==> config.mk <==
export PLATFORM = sky130hd
export DESIGN_NAME = exe_arb_w15_flat
export DESIGN_NICKNAME = d
export VERILOG_FILES = /design/src/rtl/exe_arb_w15_if.sv /design/src/rtl/exe_arb_w15.sv /design/src/flat_wrapper.sv
export SDC_FILE = /design/constraint.sdc
export NUM_CORES = 1
export LEC_CHECK = 0
export CAP_MARGIN = 10
export CORE_ASPECT_RATIO = 1.2
export CORE_MARGIN = 1.5
export CORE_UTILIZATION = 55
export DETAILED_ROUTE_END_ITERATION = 12
export DONT_BUFFER_PORTS = 1
export PLACE_DENSITY = 0.73
export RECOVER_POWER = 100
export REMOVE_ABC_BUFFERS = 1
export SYNTH_ARGS = -nofsm -noshare
export SYNTH_HDL_FRONTEND = slang
export SYNTH_SLANG_ARGS = --single-unit
==> constraint.sdc <==
create_clock -name i_clk -period 1.5 [get_ports i_clk]
set_input_delay 0.15 -clock i_clk [delete_from_list [all_inputs] [get_ports i_clk]]
set_output_delay 0.15 -clock i_clk [all_outputs]
set_load 0.02 [all_outputs]
==> src/rtl/exe_arb_w15_if.sv <==
// exe_arb_w15_if: requester, ALU drive/return and response signals of the ALU arbiter.
interface exe_arb_w15_if #(parameter int ARG_BITS = 4);
    logic                i_req0, i_req1;
    logic [1:0]          i_oper0, i_oper1;
    logic [ARG_BITS-1:0] i_argA0, i_argA1, i_argB0, i_argB1;
    logic                o_gnt0, o_gnt1;
    logic [1:0]          o_alu_oper;
    logic [ARG_BITS-1:0] o_alu_argA, o_alu_argB;
    logic [ARG_BITS-1:0] i_alu_result;
    logic [3:0]          i_alu_status;
    logic                o_rsp_valid, i_rsp_ready, o_rsp_id;
    logic [ARG_BITS-1:0] o_rsp_result;
    logic [3:0]          o_rsp_status;
    logic                o_busy;
    modport slave (
        input  i_req0, i_req1, i_oper0, i_oper1, i_argA0, i_argA1, i_argB0, i_argB1,
               i_alu_result, i_alu_status, i_rsp_ready,
        output o_gnt0, o_gnt1, o_alu_oper, o_alu_argA, o_alu_argB,
               o_rsp_valid, o_rsp_id, o_rsp_result, o_rsp_status, o_busy
    );
    modport master (
        output i_req0, i_req1, i_oper0, i_oper1, i_argA0, i_argA1, i_argB0, i_argB1,
               i_alu_result, i_alu_status, i_rsp_ready,
        input  o_gnt0, o_gnt1, o_alu_oper, o_alu_argA, o_alu_argB,
               o_rsp_valid, o_rsp_id, o_rsp_result, o_rsp_status, o_busy
    );
endinterface

==> src/rtl/exe_arb_w15.sv <==
// exe_arb_w15: two-requester round-robin sequencer for one shared pipelined ALU.
module exe_arb_w15 #(
    parameter int ARG_BITS = 4,
    parameter int ALU_LAT  = 1
) (
    input logic         i_clk,
    input logic         i_rsn,
    exe_arb_w15_if.slave bus
);
    typedef enum logic [1:0] {IDLE, EXEC, RESP} state_t;
    state_t              state, next;
    logic                rr_ptr, id, valid, gnt0, gnt1;
    logic [2:0]          cnt;
    logic [1:0]          oper;
    logic [ARG_BITS-1:0] arg_a, arg_b, result;
    logic [3:0]          status;
    // grants are gated by reset so nothing is offered while held in reset
    always_comb begin
        next = state;
        gnt0 = 1'b0;
        gnt1 = 1'b0;
        case (state)
            IDLE: begin
                gnt0 = i_rsn & bus.i_req0 & (~bus.i_req1 | ~rr_ptr);
                gnt1 = i_rsn & bus.i_req1 & (~bus.i_req0 | rr_ptr);
                next = (gnt0 | gnt1) ? EXEC : IDLE;
            end
            EXEC:    next = (cnt == 3'd0) ? RESP : EXEC;
            RESP:    next = bus.i_rsp_ready ? IDLE : RESP;
            default: next = IDLE;
        endcase
    end
    always_ff @(posedge i_clk or negedge i_rsn) begin
        if (!i_rsn) begin
            state  <= IDLE;
            rr_ptr <= 1'b0;
            cnt    <= 3'd0;
            id     <= 1'b0;
            valid  <= 1'b0;
            oper   <= 2'd0;
            arg_a  <= '0;
            arg_b  <= '0;
            result <= '0;
            status <= 4'd0;
        end else begin
            state <= next;
            if (gnt0 | gnt1) begin
                oper  <= gnt1 ? bus.i_oper1 : bus.i_oper0;
                arg_a <= gnt1 ? bus.i_argA1 : bus.i_argA0;
                arg_b <= gnt1 ? bus.i_argB1 : bus.i_argB0;
                id    <= gnt1;
                cnt   <= 3'(ALU_LAT);
            end
            if (state == EXEC) begin
                if (cnt != 3'd0) cnt <= cnt - 3'd1;
                else begin
                    result <= bus.i_alu_result;
                    status <= bus.i_alu_status;
                    valid  <= 1'b1;
                end
            end
            if (state == RESP && bus.i_rsp_ready) begin
                valid  <= 1'b0;
                rr_ptr <= ~id;
            end
        end
    end
    assign bus.o_gnt0       = gnt0;
    assign bus.o_gnt1       = gnt1;
    assign bus.o_alu_oper   = oper;
    assign bus.o_alu_argA   = arg_a;
    assign bus.o_alu_argB   = arg_b;
    assign bus.o_rsp_valid  = valid;
    assign bus.o_rsp_id     = id;
    assign bus.o_rsp_result = result;
    assign bus.o_rsp_status = status;
    assign bus.o_busy       = (state != IDLE);
endmodule

==> src/flat_wrapper.sv <==
// flat-port wrapper written by rule: the top's interface ports become plain ports
module exe_arb_w15_flat 
#(
    parameter int ARG_BITS = 4,
    parameter int ALU_LAT  = 1
)
  (i_clk, i_rsn, bus_i_req0, bus_i_req1, bus_i_oper0, bus_i_oper1, bus_i_argA0, bus_i_argA1, bus_i_argB0, bus_i_argB1, bus_i_alu_result, bus_i_alu_status, bus_i_rsp_ready, bus_o_gnt0, bus_o_gnt1, bus_o_alu_oper, bus_o_alu_argA, bus_o_alu_argB, bus_o_rsp_valid, bus_o_rsp_id, bus_o_rsp_result, bus_o_rsp_status, bus_o_busy);
  exe_arb_w15_if #(.ARG_BITS(ARG_BITS)) bus_i ();
  input logic i_clk;
  input logic i_rsn;
  input wire logic [$bits(bus_i.i_req0)-1:0] bus_i_req0;
  input wire logic [$bits(bus_i.i_req1)-1:0] bus_i_req1;
  input wire logic [$bits(bus_i.i_oper0)-1:0] bus_i_oper0;
  input wire logic [$bits(bus_i.i_oper1)-1:0] bus_i_oper1;
  input wire logic [$bits(bus_i.i_argA0)-1:0] bus_i_argA0;
  input wire logic [$bits(bus_i.i_argA1)-1:0] bus_i_argA1;
  input wire logic [$bits(bus_i.i_argB0)-1:0] bus_i_argB0;
  input wire logic [$bits(bus_i.i_argB1)-1:0] bus_i_argB1;
  input wire logic [$bits(bus_i.i_alu_result)-1:0] bus_i_alu_result;
  input wire logic [$bits(bus_i.i_alu_status)-1:0] bus_i_alu_status;
  input wire logic [$bits(bus_i.i_rsp_ready)-1:0] bus_i_rsp_ready;
  output wire logic [$bits(bus_i.o_gnt0)-1:0] bus_o_gnt0;
  output wire logic [$bits(bus_i.o_gnt1)-1:0] bus_o_gnt1;
  output wire logic [$bits(bus_i.o_alu_oper)-1:0] bus_o_alu_oper;
  output wire logic [$bits(bus_i.o_alu_argA)-1:0] bus_o_alu_argA;
  output wire logic [$bits(bus_i.o_alu_argB)-1:0] bus_o_alu_argB;
  output wire logic [$bits(bus_i.o_rsp_valid)-1:0] bus_o_rsp_valid;
  output wire logic [$bits(bus_i.o_rsp_id)-1:0] bus_o_rsp_id;
  output wire logic [$bits(bus_i.o_rsp_result)-1:0] bus_o_rsp_result;
  output wire logic [$bits(bus_i.o_rsp_status)-1:0] bus_o_rsp_status;
  output wire logic [$bits(bus_i.o_busy)-1:0] bus_o_busy;
  assign bus_i.i_req0 = bus_i_req0;
  assign bus_i.i_req1 = bus_i_req1;
  assign bus_i.i_oper0 = bus_i_oper0;
  assign bus_i.i_oper1 = bus_i_oper1;
  assign bus_i.i_argA0 = bus_i_argA0;
  assign bus_i.i_argA1 = bus_i_argA1;
  assign bus_i.i_argB0 = bus_i_argB0;
  assign bus_i.i_argB1 = bus_i_argB1;
  assign bus_i.i_alu_result = bus_i_alu_result;
  assign bus_i.i_alu_status = bus_i_alu_status;
  assign bus_i.i_rsp_ready = bus_i_rsp_ready;
  assign bus_o_gnt0 = bus_i.o_gnt0;
  assign bus_o_gnt1 = bus_i.o_gnt1;
  assign bus_o_alu_oper = bus_i.o_alu_oper;
  assign bus_o_alu_argA = bus_i.o_alu_argA;
  assign bus_o_alu_argB = bus_i.o_alu_argB;
  assign bus_o_rsp_valid = bus_i.o_rsp_valid;
  assign bus_o_rsp_id = bus_i.o_rsp_id;
  assign bus_o_rsp_result = bus_i.o_rsp_result;
  assign bus_o_rsp_status = bus_i.o_rsp_status;
  assign bus_o_busy = bus_i.o_busy;
  exe_arb_w15 #(.ARG_BITS(ARG_BITS), .ALU_LAT(ALU_LAT)) u_core (.i_clk(i_clk), .i_rsn(i_rsn), .bus(bus_i));
endmodule
==> parameters.txt <==
Parameter                              Value

Route
  Per-cell via count in the routed design ... 7.28
  Remaining DRCs ... 0
  Length of the first detailed-routing pass in iterations ... 5
  First-iteration detailed-routing DRC count ... 142
  Total wire length after detailed routing ... 6.09 mm
  Number of nets still failing antenna checks after routing ... 0
  Wire length per cell ... 30.0 um
  Total vias in the final route ... 1477

GRT
  Via count of the first global-routing pass ... 1345
  Overflow left after global routing ... 0
  Global-route wire length before repair ... 6.49 mm
  Global routing met1 resource utilization ... 41.4%
  Initial antenna violation count ... 0
  Global-route layer with the greatest usage ... met2
  Aggregate global-route resource usage ... 34.7%
  Largest net degree at the start of global routing ... 27
  GR met3 Demand/Resource ... 5.47%
  Global routing met2 resource utilization ... 57.1%

Floorplan
  Total Die Area ... 2700 um2
  Site Rows ... 19
  Height of the die ... 56.6 um
  I/O pins ... 56
  Total core area ... 2280 um2
  Starting Density ... 57.7%
  Die X ... 47.7 um

Synthesis
  Number of register bits inferred by synthesis ... 26
  Largest area contributor in the synthesized netlist ... sky130_fd_sc_hd__dfrtp_1
  Cell area after synthesis ... 1320 um2
  Mean post-synth cell area ... 10.9 um2
  Distinct cell type count after synthesis ... 28
  Number of warnings printed during yosys synthesis ... 0
  Sequential cell area fraction in the yosys report ... 49.4%
  Top cell type's share of synthesized area ... 49.4%
  Post-Syn Instances ... 121
  Largest cells by area after synthesis ... sky130_fd_sc_hd__dfrtp_1 49%, sky130_fd_sc_hd__o31ai_2 8.5%, sky130_fd_sc_hd__mux2_2 7.7%

Worst setup path
  Slowest cell on the critical path ... sky130_fd_sc_hd__dfrtp_1
  Critical path buffer and inverter count ... 3
  Cell family with the largest share of critical-path delay ... simple AND/OR/NAND/NOR gates
  Data required time at the worst endpoint ... 1.35 ns
  CP most frequent cell ... sky130_fd_sc_hd__buf_6
  Launching element type of the critical path ... register
  Crit path max fanout ... 2
  CP Cell Sequence ... buf_6 > nor3b_4 > buf_12 > and3_4 > buf_6
  Largest stage delay on the critical path ... 0.43 ns
  Worst path arrival time ... 1.67 ns
  FF-to-FF Start ... u_core.cnt[1]$_DFF_PN0_
  Critical Path Start ... u_core.state[0]$_DFF_PN0_
  Crit path kind ... reg2out
  Setup crit end kind ... output pin

Clock network
  Number of sinks on the clock net ... 26
  Bufs on Longest Clock Path ... 2
  Clock transition at the registers of the reported paths ... 0.17 ns
  H-tree Lvls ... 1
  Clock tree root driver cell ... sky130_fd_sc_hd__clkbuf_4
  Clock tree from TritonCTS ... yes
  Clock buffers created by TritonCTS ... 3
  Latest clock arrival within the worst-skew pair ... 0.36 ns

Final layout
  Area of combinational cells with multiple inputs ... 762 um2
  Layout-stage area growth over the synthesis result ... 63.0%
  Count of inserted antenna diode cells ... 0
  Fillers ... 55
  Post-layout instance count excluding filler cells ... 203
  Layout cell share with drive strength beyond 1 ... 39.5%
  Number of nets at the end of the flow ... 208
  Sequential standard cell area ... 651 um2

Job
  Number of max-cap violations ... 0

Placed design
  Count of input and output buffers ... 0
  Placed cell count ... 153
  Post-detailed-placement half-perimeter wirelength ... 2.04 mm
  RD Place Congestion ... 0.726

Timing
  Crit path time final ... 1.82 ns
  Maximum frequency from static timing analysis ... 549 MHz
  Final-report max-slew violation count ... 0
  WHS ... 0.0616 ns
  Relative slew slack ... 47.7%
  Transition at the pin with the smallest max-transition slack ... 0.783 ns
  Clock Skew ... 0.0228 ns
  Number of setup violations in the final report ... 27
  Least setup slack across all paths after layout ... -0.322 ns
  Endpoints failing hold ... 0
  Unrepaired setup endpoints after global routing ... true
  Crit share post-route ... 121%

Hold path
  Worst min-delay path startpoint ... bus_i_req0
  Worst hold path class ... in2reg

Power and ir drop
  Leak pwr ... 0.893 nW
  Peak supply drop ... 2040 uV
  Power density over the cells ... 2190 nW/um2

Outcome
  Violated checks ... negative setup slack
  Outcome ... finished with violations
-- metrics by stage --
stage,power [W],area (um2),setup slack (ns),TNS [ns],util (%)
3_3_place_gp,0.00278,1410,-0.0519,-0.365,61.7
3_5_place_dp,0.00287,1410,-0.127,-0.909,61.7
2_1_floorplan,0.00238,1250,-0.250,-2.26,-
5_1_grt,0.00480,2150,-0.322,-4.93,94.1
4_1_cts,0.00384,1940,-0.201,-0.927,85.1
6_report,0.00469,2150,-0.322,-4.63,94.1
-- synthesized netlist by cell type (all sizes together) --
library cell  count
mux2              9
buf               5
nand4            10
a31oi            10
inv               5
o31ai            10
nor2              3
a21oi            12
and3              1
clkbuf            6
ha                2
nor3b             1
dfrtp            26
nor3              1
o22ai             2
nand3b            2
nor2b             1
nand2b            2
or3b              2
or2               2
o21ai             5
nand2             4
-- sequential cells by signal, indices dropped and copies added (netlist names) --
signal,count
u_core.bus.o_rsp_status,4
u_core.bus.o_rsp_result,4
u_core.state,2
u_core.bus.o_alu_argB,4
u_core.cnt,3
u_core.rr_ptr,1
u_core.bus.o_alu_oper,2
u_core.bus.o_rsp_valid,1
u_core.bus.o_rsp_id,1
u_core.bus.o_alu_argA,4
-- layout by cell type, fill, tap and decap left out, drive strengths merged --
cell type	n
a31oi	10
or3b	2
o31ai	10
ha	2
nand4	10
nor2	3
a21oi	12
inv	5
bufinv	1
nand3b	2
nand2b	2
buf	24
clkbuf	6
nor2b	1
o22ai	2
nor3b	1
dlygate4sd3	31
mux2	9
and3	1
dfrtp	26
or2	2
nor3	1
o21ai	5
nand2	4
-- where the power goes --
part / internal, W / switching, W
sequential: 0.00104 / 0.000659
combinational: 0.00128 / 0.00121
clock: 0.000271 / 0.000242
-- worst register-to-register path, cell delays in order, from the launching register on --
cell                      delay (ns)
sky130_fd_sc_hd__dfrtp_1        0.44
sky130_fd_sc_hd__inv_2          0.08
sky130_fd_sc_hd__ha_4           0.17
sky130_fd_sc_hd__ha_4           0.16
sky130_fd_sc_hd__buf_6          0.11
sky130_fd_sc_hd__or3b_4         0.42
sky130_fd_sc_hd__mux2_4         0.31
-- final cells by class --
| type | instances | area share, % |
|---|---|---|
| clock buffers | 3 | 1.05 |
| clock inverters | 1 | 1.40 |
| inverters | 5 | 0.874 |
| multi-input cells | 79 | 35.5 |
| flip-flops and latches | 26 | 30.3 |
| well taps | 31 | 1.81 |
| repair buffers | 58 | 29.1 |
-- routing by layer --
| metal | vias to the layer above | wire, um |
|---|---|---|
| met5 | - | 0 |
| met4 | 0 | 412 |
| met3 | 50 | 638 |
| met2 | 159 | 3010 |
| met1 | 715 | 2020 |
| li1 | 553 | - |
-- worst paths after layout --
path                            depth (start not counted)                                     end  slack, ns
worst max-delay path                                    5                              bus_o_gnt0      -0.32
worst min-delay path                                    2         u_core.bus.o_rsp_id$_DFFE_PN0P_       0.06
max in group asynchronous                               2                 u_core.cnt[0]$_DFF_PN0_       0.70
min in group asynchronous                               2  u_core.bus.o_rsp_status[2]$_DFFE_PN0P_       0.36
worst min register to register                          2                 u_core.cnt[2]$_DFF_PN0_       0.59
worst max register to register                          6                 u_core.cnt[0]$_DFF_PN0_      -0.29
-- kinds of logic after synthesis --
kind of cell | synth area share [%]
compound gates | 21.3
mux | 7.69
fa+ha+maj | 1.90
flops | 49.4
simple gates | 13.6
buf+inv | 6.17
-- repair_timing --
| item | CTS | global route |
|---|---|---|
| setup buffers | 6 | 6 |
| pin swaps | 11 | 23 |
| hold buffers | 31 | 1 |
| cloned | 2 | 2 |
| endpoints found under the setup margin | 15 | 24 |
| hold endpoints to repair | 46 | 1 |
| gates resized for setup | 22 | 31 |
Note: power is estimated with default switching activity, not from simulation.
